`src/rtl/count_sequencer_pkg.sv`:
```
// Shared types and defaults for the count sequencer.
// Optional sticky interrupt: define COUNT_SEQUENCER_IRQ_EN.
package count_sequencer_pkg;

  typedef enum logic [1:0] {
    IDLE = 2'd0,
    RUN  = 2'd1,
    HOLD = 2'd2,
    DONE = 2'd3
  } state_e;

  localparam int DEF_WIDTH = 3;
  localparam int DEF_DIV   = 2;

  // A DIV of 1 still needs a one-bit divider register.
  function automatic int div_width(input int div);
    return (div > 1) ? $clog2(div) : 1;
  endfunction

endpackage

```
`src/rtl/count_sequencer_if.sv`:
```
// Command/status bundle between the switch logic and the count sequencer.
// COUNT_SEQUENCER_IRQ_EN adds the irq_clr/irq pair.
interface count_sequencer_if
  import count_sequencer_pkg::*;
#(
  parameter int WIDTH = DEF_WIDTH
) ();

  logic             start;
  logic             stop;
  logic             hold;
  logic             load;
  logic [WIDTH-1:0] load_val;
  logic [WIDTH-1:0] term_val;
  logic             auto_rld;
  logic [WIDTH-1:0] count;
  logic             busy;
  logic             done;
  logic             wrap;
`ifdef COUNT_SEQUENCER_IRQ_EN
  logic             irq_clr;
  logic             irq;

  modport master (
    output start, stop, hold, load, load_val, term_val, auto_rld, irq_clr,
    input  count, busy, done, wrap, irq
  );
  modport slave (
    input  start, stop, hold, load, load_val, term_val, auto_rld, irq_clr,
    output count, busy, done, wrap, irq
  );
`else
  modport master (
    output start, stop, hold, load, load_val, term_val, auto_rld,
    input  count, busy, done, wrap
  );
  modport slave (
    input  start, stop, hold, load, load_val, term_val, auto_rld,
    output count, busy, done, wrap
  );
`endif

endinterface

```
`src/rtl/count_sequencer_tick_gen.sv`:
```
// DIV-modulo tick divider with enable and synchronous clear.
module count_sequencer_tick_gen
  import count_sequencer_pkg::*;
#(
  parameter int DIV = DEF_DIV
) (
  input  logic clk,
  input  logic RST,
  input  logic en_i,
  input  logic clr_i,
  output logic tick_o
);

  localparam int DW = div_width(DIV);

  logic [DW-1:0] cnt_q;
  logic [DW-1:0] cnt_d;

  assign tick_o = en_i && (cnt_q == DW'(DIV - 1));

  always_comb begin
    cnt_d = cnt_q;
    if (clr_i) begin
      cnt_d = '0;
    end else if (en_i) begin
      cnt_d = tick_o ? '0 : cnt_q + DW'(1);
    end
  end

  always_ff @(posedge clk or posedge RST) begin
    if (RST) begin
      cnt_q <= '0;
    end else begin
      cnt_q <= cnt_d;
    end
  end

endmodule

```
`src/rtl/count_sequencer.sv`:
```
// Run-control sequencer: start/hold/stop/load toward a terminal count.
// Define COUNT_SEQUENCER_IRQ_EN for a sticky irq on every done/wrap pulse.
module count_sequencer
  import count_sequencer_pkg::*;
#(
  parameter int WIDTH = DEF_WIDTH,
  parameter int DIV   = DEF_DIV
) (
  input logic              clk,
  input logic              RST,
  count_sequencer_if.slave bus
);

  state_e           state_q, state_d;
  logic [WIDTH-1:0] count_q, count_d;
  logic             busy_q, busy_d;
  logic             done_q, done_d;
  logic             wrap_q, wrap_d;
  logic             div_en;
  logic             div_clr;
  logic             tick;
  logic             term_hit;

  count_sequencer_tick_gen #(
    .DIV (DIV)
  ) u_tick_gen (
    .clk    (clk),
    .RST    (RST),
    .en_i   (div_en),
    .clr_i  (div_clr),
    .tick_o (tick)
  );

  assign term_hit = tick && (count_q == bus.term_val);

  always_ff @(posedge clk or posedge RST) begin
    if (RST) begin
      state_q <= IDLE;
      count_q <= '0;
      busy_q  <= 1'b0;
      done_q  <= 1'b0;
      wrap_q  <= 1'b0;
    end else begin
      state_q <= state_d;
      count_q <= count_d;
      busy_q  <= busy_d;
      done_q  <= done_d;
      wrap_q  <= wrap_d;
    end
  end

  always_comb begin
    state_d = state_q;
    if (bus.stop) begin
      state_d = IDLE;
    end else begin
      case (state_q)
        IDLE: if (!bus.load && bus.start) state_d = RUN;
        RUN: begin
          if (bus.hold)                       state_d = HOLD;
          else if (term_hit && !bus.auto_rld) state_d = DONE;
        end
        HOLD: if (!bus.hold) state_d = RUN;
        DONE: begin
          if (bus.load)       state_d = IDLE;
          else if (bus.start) state_d = RUN;
        end
        default: state_d = IDLE;
      endcase
    end
  end

  // The divider is held clear outside RUN/HOLD so every entry into RUN starts at phase 0.
  always_comb begin
    count_d = count_q;
    done_d  = 1'b0;
    wrap_d  = 1'b0;
    div_en  = 1'b0;
    div_clr = 1'b0;
    if (bus.stop) begin
      count_d = '0;
      div_clr = 1'b1;
    end else begin
      case (state_q)
        IDLE: begin
          div_clr = 1'b1;
          if (bus.load) count_d = bus.load_val;
        end
        RUN: begin
          if (!bus.hold) begin
            div_en = 1'b1;
            if (term_hit) begin
              if (bus.auto_rld) begin
                count_d = '0;
                wrap_d  = !wrap_q;
              end else begin
                done_d  = 1'b1;
              end
            end else if (tick) begin
              count_d = count_q + WIDTH'(1);
            end
          end
        end
        HOLD: if (bus.load) count_d = bus.load_val;
        DONE: begin
          div_clr = 1'b1;
          if (bus.load)       count_d = bus.load_val;
          else if (bus.start) count_d = '0;
        end
        default: div_clr = 1'b1;
      endcase
    end
    busy_d = (state_d == RUN) || (state_d == HOLD);
  end

  assign bus.count = count_q;
  assign bus.busy  = busy_q;
  assign bus.done  = done_q;
  assign bus.wrap  = wrap_q;

`ifdef COUNT_SEQUENCER_IRQ_EN
  logic irq_q;

  always_ff @(posedge clk or posedge RST) begin
    if (RST) begin
      irq_q <= 1'b0;
    end else if (done_d || wrap_d) begin
      irq_q <= 1'b1;
    end else if (bus.irq_clr) begin
      irq_q <= 1'b0;
    end
  end

  assign bus.irq = irq_q;
`endif

endmodule

```
`src/flat_wrapper.sv`:
```
// flat-port wrapper written by rule: the top's interface ports become plain ports
module count_sequencer_flat import count_sequencer_pkg::*;
#(
  parameter int WIDTH = DEF_WIDTH,
  parameter int DIV   = DEF_DIV
)
  (clk, RST, bus_start, bus_stop, bus_hold, bus_load, bus_load_val, bus_term_val, bus_auto_rld, bus_count, bus_busy, bus_done, bus_wrap);
  count_sequencer_if #(.WIDTH(WIDTH)) bus_i ();
  input logic clk;
  input logic RST;
  input wire logic [$bits(bus_i.start)-1:0] bus_start;
  input wire logic [$bits(bus_i.stop)-1:0] bus_stop;
  input wire logic [$bits(bus_i.hold)-1:0] bus_hold;
  input wire logic [$bits(bus_i.load)-1:0] bus_load;
  input wire logic [$bits(bus_i.load_val)-1:0] bus_load_val;
  input wire logic [$bits(bus_i.term_val)-1:0] bus_term_val;
  input wire logic [$bits(bus_i.auto_rld)-1:0] bus_auto_rld;
  output wire logic [$bits(bus_i.count)-1:0] bus_count;
  output wire logic [$bits(bus_i.busy)-1:0] bus_busy;
  output wire logic [$bits(bus_i.done)-1:0] bus_done;
  output wire logic [$bits(bus_i.wrap)-1:0] bus_wrap;
  assign bus_i.start = bus_start;
  assign bus_i.stop = bus_stop;
  assign bus_i.hold = bus_hold;
  assign bus_i.load = bus_load;
  assign bus_i.load_val = bus_load_val;
  assign bus_i.term_val = bus_term_val;
  assign bus_i.auto_rld = bus_auto_rld;
  assign bus_count = bus_i.count;
  assign bus_busy = bus_i.busy;
  assign bus_done = bus_i.done;
  assign bus_wrap = bus_i.wrap;
  count_sequencer #(.WIDTH(WIDTH), .DIV(DIV)) u_core (.clk(clk), .RST(RST), .bus(bus_i));
endmodule
```
`config.mk`:
```
export PLATFORM = sky130hd
export DESIGN_NAME = count_sequencer_flat
export DESIGN_NICKNAME = d
export VERILOG_FILES = /design/src/rtl/count_sequencer_pkg.sv /design/src/rtl/count_sequencer_if.sv /design/src/rtl/count_sequencer_tick_gen.sv /design/src/rtl/count_sequencer.sv /design/src/flat_wrapper.sv
export SDC_FILE = /design/constraint.sdc
export NUM_CORES = 1
export LEC_CHECK = 0
export CORE_UTILIZATION = 35
export CTS_CLUSTER_DIAMETER = 100
export CTS_CLUSTER_SIZE = 8
export DETAILED_ROUTE_END_ITERATION = 10
export PLACE_DENSITY = 0.65
export SLEW_MARGIN = 30
export SYNTH_ARGS = -nofsm -noshare
export SYNTH_HDL_FRONTEND = slang
export SYNTH_SLANG_ARGS = --single-unit
```
`constraint.sdc`:
```
create_clock -name clk -period 2.01 [get_ports clk]
set_input_delay 0.201 -clock clk [delete_from_list [all_inputs] [get_ports clk]]
set_output_delay 0.201 -clock clk [all_outputs]
set_load 0.01 [all_outputs]
```
==> flow_metrics.env, run 1 <==
export IMPL_yosysSeqAreaShare_pct=31.3
export IMPL_dpl_hpwl_mm=1.35
export IMPL_max_cap_viol_count=0
export IMPL_end_kind="register"
export IMPL_num_rows=16
export IMPL_synthCells=76
export IMPL_critPathMaxFanout=4
export IMPL_hp_class="input port to asynchronous set/reset pin"
export IMPL_clockBufferDepth=2
export IMPL_gp_congestion=0.823
export IMPL_min_period_ns=1.90
export IMPL_wl_per_cell_um=12.2
export IMPL_hold_viol_final=0
export IMPL_max_stage_delay_ns=0.43
export IMPL_period_share_pct=94.3
export IMPL_p_total_mw=0.859
export IMPL_syn_num_nets=96
export IMPL_drc=0
export IMPL_cp_slowest_cell="dfrtp_2"
export IMPL_status="finished clean"
export IMPL_finClkSkew_ns=0.00298
export IMPL_ys_warn_count=0
export IMPL_die_area_um2=2240
export IMPL_die_height_um=47.3
export IMPL_seq_power_share_pct=29.8
export IMPL_power_density_nw_per_um2=793
export IMPL_ant_nets=0
export IMPL_syn_to_final_growth_pct=50.6
export IMPL_leakagePower_nw=0.444
export IMPL_grt_max_degree=10
export IMPL_switching_share_pct=36.5
export IMPL_yosysUniqueCellTypes=32
export IMPL_instances_no_fill=137
export IMPL_max_freq_mhz=527
export IMPL_p_comb_share_pct=53.7
export IMPL_io_pins=19
export IMPL_grt_ovfl_total=0
export IMPL_crit_required_ns=2.18
export IMPL_num_fill_cells=189
export IMPL_grt_pass1_wl_mm=2.71
export IMPL_numCtsBuffers=3
export IMPL_synth_top_area_share_pct=31.3
export IMPL_relSlewSlack_pct=70.4
export IMPL_ys_seq_elements=9
export IMPL_critPathKind="register to register"
export IMPL_clk_latency_ns=0.26
export IMPL_diodes=0
export IMPL_clock_power_share_pct=16.5
export IMPL_wl_mm=1.68
export IMPL_layout_nets=131
export IMPL_ir_worst_vdd_mv=0.392
export IMPL_critPathLaunchType="register"
export IMPL_synth_avg_cell_area_um2=9.47
export IMPL_die_x_um=47.3
export IMPL_cts_max_level=1
export IMPL_start_util_pct=37.0
export IMPL_setup_viol=0
export IMPL_synth_area_leaders="dfrtp_1 31%, ha_1 12%, nor2_1 3.7%"
export IMPL_root_buffer="clkbuf_4"
export IMPL_via_per_inst=4.98
export IMPL_grtUsageTotal_pct=17.6
export IMPL_antenna_found_initial=0
export IMPL_worst_pin_slew_ns=0.443
export IMPL_yosysTopAreaCell="dfrtp_1"
export IMPL_drt_iter0_markers=12
export IMPL_dr_total_vias=682
export IMPL_drive_gt1_share_pct=27.3
export IMPL_place_area_um2=1010
export IMPL_path_clk_slew_ns=0.06
export IMPL_cp_cell_sequence="inv_1 -> ha_1 -> a2111oi_2 -> buf_4 -> nor3_2 -> and3_1 -> nor4b_2"
export IMPL_grt_pass1_vias=644
export IMPL_drv_slew=0
export IMPL_netlist_area_um2=719
export IMPL_core_area_um2=1940
export IMPL_cts_tree="yes"
export IMPL_dp_cells=132
export IMPL_io_buffer_count=18
export IMPL_final_area_um2=1080
export IMPL_post_route_util_pct=55.8
export IMPL_cts_hold_repair_buffers=0
export IMPL_layout_common_cells="18 x clkdlybuf4s50_1, 14 x buf_4, 7 x nor2_1, 7 x dfrtp_1"
export IMPL_p_sw_mw=0.313
export IMPL_worstPathArrival_ns=2.07
export IMPL_drt_pass1_iter_count=4
export IMPL_cts_sinks=9
export IMPL_final_common_cell="clkdlybuf4s50_1"
export IMPL_internal_power_mw=0.546
sequential cells by signal, summed over array words and instances, names as in the netlist:
signal,cells
u_core.state_q,2
u_core.u_tick_gen.cnt_q,1
u_core.bus.busy,1
u_core.bus.wrap,1
u_core.bus.count,3
u_core.bus.done,1
metrics by stage:
stage,setup WS [ns],hold WS (ns),setup TNS [ns]
floorplan,0.0775,0.0289,0
finish,0.114,0.198,0
global placement,-0.0116,0.416,-0.0116
detailed placement,-0.0128,0.425,-0.0128
CTS,0.0409,0.216,0
global route,-0.00916,0.228,-0.00916
Yosys cell counts, drive strengths merged:
| master | count |
|---|---|
| a2bb2oi | 1 |
| o21bai | 1 |
| nand2 | 3 |
| a211oi | 3 |
| nor2b | 3 |
| a21oi | 5 |
| inv | 5 |
| o41ai | 1 |
| o31a | 2 |
| nor2 | 7 |
| nand3 | 1 |
| or4 | 1 |
| a31o | 1 |
| dfrtp | 9 |
| nor4b | 1 |
| o21ai | 2 |
| and3 | 1 |
| a32oi | 3 |
| nor3 | 2 |
| nand4bb | 1 |
| buf | 2 |
| a2111oi | 2 |
| a31oi | 2 |
| xnor2 | 1 |
| ha | 7 |
| xor2 | 3 |
| nand2b | 3 |
| nor3b | 3 |
area by class of cell:
cell class | instances | area, um^2 | area share, %
repair buffers | 32 | 285 | 26.3
inverters | 5 | 18.8 | 1.73
multi-input cells | 60 | 492 | 45.4
flip-flops and latches | 9 | 228 | 21.0
well taps | 27 | 33.8 | 3.12
clock buffers | 4 | 26.3 | 2.42
worst max-delay path, delay by kind of cell, from the launching register on:
family	cells	cell delay, ns
flops	1	0.43
buf+inv	2	0.27
fa+ha+maj	1	0.24
compound gates	1	0.38
simple gates	3	0.49
logic make-up (layout without fill, tap and decap cells):
| kind of cell | Yosys count | in the layout | share of synthesized area [%] |
|---|---|---|---|
| AO/OA/AOI/OAI | 23 | 23 | 24.9 |
| XOR/XNOR | 4 | 4 | 4.87 |
| adder cells (fa/ha/maj) | 7 | 7 | 12.2 |
| buffers and inverters | 7 | 41 | 4.87 |
| flip-flops | 9 | 9 | 31.3 |
| AND/OR/NAND/NOR | 26 | 26 | 21.9 |
per-layer routing:
layer  global-route usage [%]  up-vias  wire length (um)
met4                     10.3        0                44
met1                     22.3      313               798
li1                         -      352                 -
met3                     2.31        5                31
met5                        0        -                 0
met2                     28.2       12               803
power groups by stage:
stage / Combinational (mW) / Clock [mW] / Sequential, mW
3_3_place_gp: 0.425 / 0 / 0.254
3_5_place_dp: 0.432 / 0 / 0.254
5_1_grt: 0.513 / 0.157 / 0.262
4_1_cts: 0.437 / 0.148 / 0.252
6_report: 0.461 / 0.141 / 0.256
2_1_floorplan: 0.234 / 0 / 0.261
worst paths after layout:
check,from,cells past startpoint,slack (ns),endpoint
max reg2reg,u_core.state_q[0]$_DFF_PP0_,7,0.11,u_core.bus.busy$_DFF_PP0_
min reg2reg,u_core.bus.wrap$_DFF_PP0_,1,0.43,u_core.bus.wrap$_DFF_PP0_
min in group clk,u_core.bus.wrap$_DFF_PP0_,1,0.43,u_core.bus.wrap$_DFF_PP0_
max,u_core.state_q[0]$_DFF_PP0_,7,0.11,u_core.bus.busy$_DFF_PP0_
min,RST,2,0.20,u_core.bus.done$_DFF_PP0_
max in group asynchronous,RST,2,1.53,u_core.state_q[0]$_DFF_PP0_
what timing repair did:
action                                  in CTS  in global routing
gates resized for setup                      2                  8
buffers inserted                             0                  1
endpoints found under the setup margin       4                  4
Power figures use the tool's default switching activity.
==> run 2: changes to the inputs <==
Settings changed: CTS_CLUSTER_SIZE 8 to 10, PLACE_DENSITY 0.65 to 0.63.
Clock period 2.01 ns to 2.3 ns, I/O delays scaled along.
==> run 2 against run 1 <==
  * Fmax decreased by 9.1%
  * Clock skew decreased by 0.0025 ns
  * Critical endpoint unchanged
  * Setup slack improved by 0.10 ns
  * Critical path type unchanged
  * Combinational power decreased by 26%
  * Hold slack improved by 0.024 ns
  * Critical path depth decreased by 1
  * Final cell count decreased by 8.8%
  * Sequential share of layout area increased by 2.1 points
  * Clock power decreased by 19%
  * Wire length decreased by 9.1%
  * Count of clock-buffer cells in the layout unchanged
  * Sequential power decreased by 12%
==> flow_metrics.env, run 2 (synthesis results as in run 1) <==
export IMPL_ant_nets=0
export IMPL_cts_tree="yes"
export IMPL_critPathKind="register to register"
export IMPL_syn_to_final_growth_pct=35.3
export IMPL_dr_total_vias=650
export IMPL_drc=0
export IMPL_cp_slowest_cell="dfrtp_1"
export IMPL_grtUsageTotal_pct=16.8
export IMPL_num_rows=16
export IMPL_diodes=0
export IMPL_path_clk_slew_ns=0.05
export IMPL_drt_pass1_iter_count=4
export IMPL_grt_pass1_vias=597
export IMPL_multi_input_area_um2=474
export IMPL_finClkSkew_ns=0.000513
export IMPL_drt_iter0_markers=9
export IMPL_cts_sinks=9
export IMPL_relSlewSlack_pct=72.4
export IMPL_place_area_um2=932
export IMPL_grt_ovfl_total=0
export IMPL_p_total_mw=0.682
export IMPL_hold_ws_ns=0.222
export IMPL_final_seq_area_um2=225
export IMPL_root_buffer="clkbuf_4"
export IMPL_rsz0062_at_grt="no"
export IMPL_largest_reg_flops=3
export IMPL_wl_per_cell_um=12.2
export IMPL_layout_common_cells="18 x clkdlybuf4s50_1, 9 x dfrtp_1, 7 x nor2_1, 7 x ha_1"
export IMPL_max_freq_mhz=479
export IMPL_start_util_pct=37.0
export IMPL_leakagePower_nw=0.392
export IMPL_layout_nets=119
export IMPL_tns_ns=0
export IMPL_dpl_hpwl_mm=1.26
export IMPL_crit_required_ns=2.46
export IMPL_core_area_um2=1940
export IMPL_final_common_cell="clkdlybuf4s50_1"
export IMPL_cts_max_level=1
export IMPL_power_density_nw_per_um2=700
export IMPL_worst_pin_slew_ns=0.413
export IMPL_die_x_um=47.3
export IMPL_clk_latency_ns=0.25
export IMPL_die_height_um=47.3
export IMPL_max_cap_viol_count=0
export IMPL_hp_class="input port to asynchronous set/reset pin"
export IMPL_end_kind="register"
export IMPL_drive_gt1_share_pct=13.3
export IMPL_numCtsBuffers=3
export IMPL_clockBufferDepth=2
export IMPL_grt_max_degree=10
export IMPL_period_share_pct=90.7
export IMPL_num_fill_cells=191
export IMPL_hold_viol_final=0
export IMPL_final_area_um2=973
export IMPL_grt_pass1_wl_mm=2.58
export IMPL_wl_mm=1.53
export IMPL_critPathMaxFanout=7
export IMPL_min_period_ns=2.09
export IMPL_io_buffer_count=18
export IMPL_status="finished clean"
export IMPL_cts_hold_repair_buffers=0
export IMPL_drv_slew=0
export IMPL_critPathLaunchType="register"
export IMPL_worstPathArrival_ns=2.24
export IMPL_antenna_found_initial=0
export IMPL_cp_cell_sequence="inv_1 -> ha_1 -> a2111oi_2 -> nor3_2 -> and3_1 -> nor4b_2"
export IMPL_setup_viol=0
export IMPL_gp_congestion=0.772
export IMPL_via_per_inst=5.20
export IMPL_ir_worst_vdd_mv=0.272
export IMPL_max_stage_delay_ns=0.49
export IMPL_die_area_um2=2240
export IMPL_io_pins=19
run 2: final timing paths:
check                                                       end  cells after the start                   startpoint  slack [ns]
min in group clk                      u_core.bus.wrap$_DFF_PP0_                      1    u_core.bus.wrap$_DFF_PP0_        0.43
worst min register to register        u_core.bus.wrap$_DFF_PP0_                      1    u_core.bus.wrap$_DFF_PP0_        0.43
worst max register to register        u_core.bus.busy$_DFF_PP0_                      6  u_core.state_q[1]$_DFF_PP0_        0.21
max in group asynchronous       u_core.bus.count[2]$_DFFE_PP0P_                      2                          RST        1.84
worst max-delay path                  u_core.bus.busy$_DFF_PP0_                      6  u_core.state_q[1]$_DFF_PP0_        0.21
worst min-delay path                u_core.state_q[1]$_DFF_PP0_                      2                          RST        0.22
run 2: cell type report:
cell class	instances	share of cell area (%)
inverter	5	1.93
sequential	9	23.1
multi-input combinational	60	48.7
timing repair buffer	20	20.1
tap	27	3.47
clock buffer	4	2.70
run 2: critical path: cells and delay by family (launching register included):
kind,cells,cell delay (ns)
and+or+nand+nor,3,0.58
DFF,1,0.49
AOI/OAI and AO/OA,1,0.47
adders and majority gates,1,0.28
buffers and inverters,1,0.17
run 2: routing by layer:
| layer | share of wire [%] | wire length [um] | track usage [%] | up-vias |
|---|---|---|---|---|
| met5 | 0 | 0 | 0 | - |
| met4 | 1.1 | 17 | 10.9 | 0 |
| met3 | 1.9 | 29 | 2.31 | 2 |
| met2 | 48 | 726 | 23.8 | 11 |
| met1 | 49 | 751 | 23.5 | 310 |
| li1 | - | - | - | 327 |
run 2: power by group:
group,internal [mW],switching [mW],total (mW)
Combinational,0.175,0.167,0.341
Clock,0.0664,0.0477,0.114
Sequential,0.187,0.0394,0.226
run 2: per-stage QoR:
step / util (%) / instances / setup WS (ns)
4_1_cts: 49.4 / 125 / 0.116
5_1_grt: 50.1 / 125 / 0.0717
3_5_place_dp: 48.0 / 121 / 0.0911
2_1_floorplan: - / 76 / 0.367
6_report: 50.1 / 125 / 0.214
3_3_place_gp: 48.0 / 121 / 0.189
run 2: timing repair:
item / 4_1_cts / 5_1_grt
endpoints found under the setup margin: 0 / 1
endpoints found under the hold margin: 0 / 0
gates resized for setup: 0 / 4
buffers inserted: 0 / 0
==> run 3: changes to the inputs <==
Clock period 2.3 ns to 2 ns, I/O delays scaled along.
==> run 3 against run 2 <==
  * Power is 27% higher
  * Die area unchanged
  * Final cell count increased by 11%
  * Via count rose by 8.0%
  * Largest power group unchanged
==> flow_metrics.env, run 3 (synthesis results as in run 1) <==
export IMPL_die_area_um2=2240
export IMPL_layout_nets=133
export IMPL_worstPathArrival_ns=2.03
export IMPL_largest_reg_flops=3
export IMPL_grtUsageTotal_pct=16.7
export IMPL_min_period_ns=1.91
export IMPL_layout_common_cells="18 x clkdlybuf4s50_1, 16 x buf_4, 8 x dfrtp_1"
export IMPL_setup_viol=0
export IMPL_worst_pin_slew_ns=0.455
export IMPL_antenna_found_initial=0
export IMPL_cts_max_level=1
export IMPL_wl_per_cell_um=12.3
export IMPL_gp_congestion=0.863
export IMPL_relSlewSlack_pct=69.6
export IMPL_dp_slack_ns=-0.0524
export IMPL_crit_required_ns=2.12
export IMPL_dr_total_vias=702
export IMPL_core_area_um2=1940
export IMPL_drv_slew=0
export IMPL_drt_iter0_markers=21
export IMPL_max_cap_viol_count=0
export IMPL_ant_nets=0
export IMPL_period_share_pct=95.4
export IMPL_drt_pass1_iter_count=4
export IMPL_hp_class="input port to asynchronous set/reset pin"
export IMPL_clockBufferDepth=2
export IMPL_end_kind="register"
export IMPL_die_x_um=47.3
export IMPL_critPathKind="register to register"
export IMPL_grt_pass1_vias=617
export IMPL_max_freq_mhz=524
export IMPL_critPathLaunchType="register"
export IMPL_r2r_start="u_core.state_q[0]$_DFF_PP0_"
export IMPL_reg2regPathDepth=7
export IMPL_root_buffer="clkbuf_4"
export IMPL_num_fill_cells=186
export IMPL_die_height_um=47.3
export IMPL_start_util_pct=37.0
export IMPL_io_buffer_count=18
export IMPL_regToRegSetupSlack_ns=0.09
export IMPL_via_per_inst=5.05
export IMPL_ir_worst_vdd_mv=0.353
export IMPL_r2r_end="u_core.bus.busy$_DFF_PP0_"
export IMPL_cts_tree="yes"
export IMPL_worst_slack_ns=0.0928
export IMPL_grt_max_degree=10
export IMPL_path_clk_slew_ns=0.06
export IMPL_diodes=0
export IMPL_cts_sinks=9
export IMPL_power_density_nw_per_um2=799
export IMPL_leakagePower_nw=0.459
export IMPL_post_route_util_pct=56.0
export IMPL_final_common_cell="clkdlybuf4s50_1"
export IMPL_drive_gt1_share_pct=25.9
export IMPL_clk_latency_ns=0.25
export IMPL_finClkSkew_ns=0.00793
export IMPL_numCtsBuffers=3
export IMPL_wl_mm=1.70
export IMPL_status="finished clean"
export IMPL_syn_to_final_growth_pct=51.1
export IMPL_hold_viol_final=0
export IMPL_dpl_hpwl_mm=1.41
export IMPL_grt_ovfl_total=0
export IMPL_drc=0
export IMPL_critPathMaxFanout=5
export IMPL_grt_pass1_wl_mm=2.57
export IMPL_num_rows=16
export IMPL_io_pins=19
[run 3: repair_timing]
| action | in CTS | in global routing |
|---|---|---|
| resized for setup | 0 | 7 |
| setup buffers | 0 | 2 |
| setup endpoints to repair | 0 | 4 |
| hold buffers | 0 | 0 |
[run 3: layer usage]
layer | vias up | track usage (%) | wire, um
li1 | 359 | - | -
met1 | 324 | 22.7 | 810
met2 | 17 | 25.2 | 821
met3 | 2 | 2.31 | 47
met4 | 0 | 9.14 | 25
met5 | - | 0 | 0
[run 3: where the power goes]
group          total (mW)  internal, mW  switching, mW
logic               0.478         0.267          0.211
registers           0.256         0.216         0.0403
clock network       0.134        0.0765         0.0580
total               0.869         0.559          0.309
[run 3: worst max-delay path by stage]
stage	slack, ns	endpoint	start
2_1_floorplan	0.07	u_core.bus.busy$_DFF_PP0_	u_core.state_q[1]$_DFF_PP0_
3_3_place_gp	0.01	u_core.bus.busy$_DFF_PP0_	bus_hold
3_5_place_dp	-0.05	u_core.bus.busy$_DFF_PP0_	bus_hold
4_1_cts	0.0004	u_core.bus.busy$_DFF_PP0_	u_core.state_q[0]$_DFF_PP0_
5_1_grt	-0.002	u_core.bus.busy$_DFF_PP0_	u_core.state_q[0]$_DFF_PP0_
6_report	0.09	u_core.bus.busy$_DFF_PP0_	u_core.state_q[0]$_DFF_PP0_
[run 3: worst max-delay path: stages (launching register included)]
cell,delay (ns)
dfrtp_2,0.45
ha_1,0.22
buf_4,0.14
nor2b_1,0.11
o21ai_0,0.11
nand3_1,0.14
a2111oi_1,0.51
nor4b_2,0.09
[run 3: cell type report]
| cell class | instances | area, um^2 | share of cell area, % |
|---|---|---|---|
| multi-input combinational | 60 | 482 | 44.3 |
| inverter | 5 | 18.8 | 1.73 |
| sequential | 9 | 226 | 20.8 |
| clock buffer | 4 | 26.3 | 2.42 |
| timing repair buffer | 34 | 300 | 27.6 |
| tap | 27 | 33.8 | 3.11 |
[run 3: metrics by stage]
step / power (mW) / TNS, ns / hold WS (ns) / cells / area, um^2
after floorplan: 0.498 / 0 / 0.0279 / 76 / 719
after global routing: 0.934 / -0.00165 / 0.239 / 139 / 1090
final: 0.869 / 0 / 0.196 / 139 / 1090
after detailed placement: 0.696 / -0.0974 / 0.438 / 133 / 1020
after global placement: 0.689 / 0 / 0.431 / 133 / 1020
after CTS: 0.831 / 0 / 0.210 / 137 / 1050
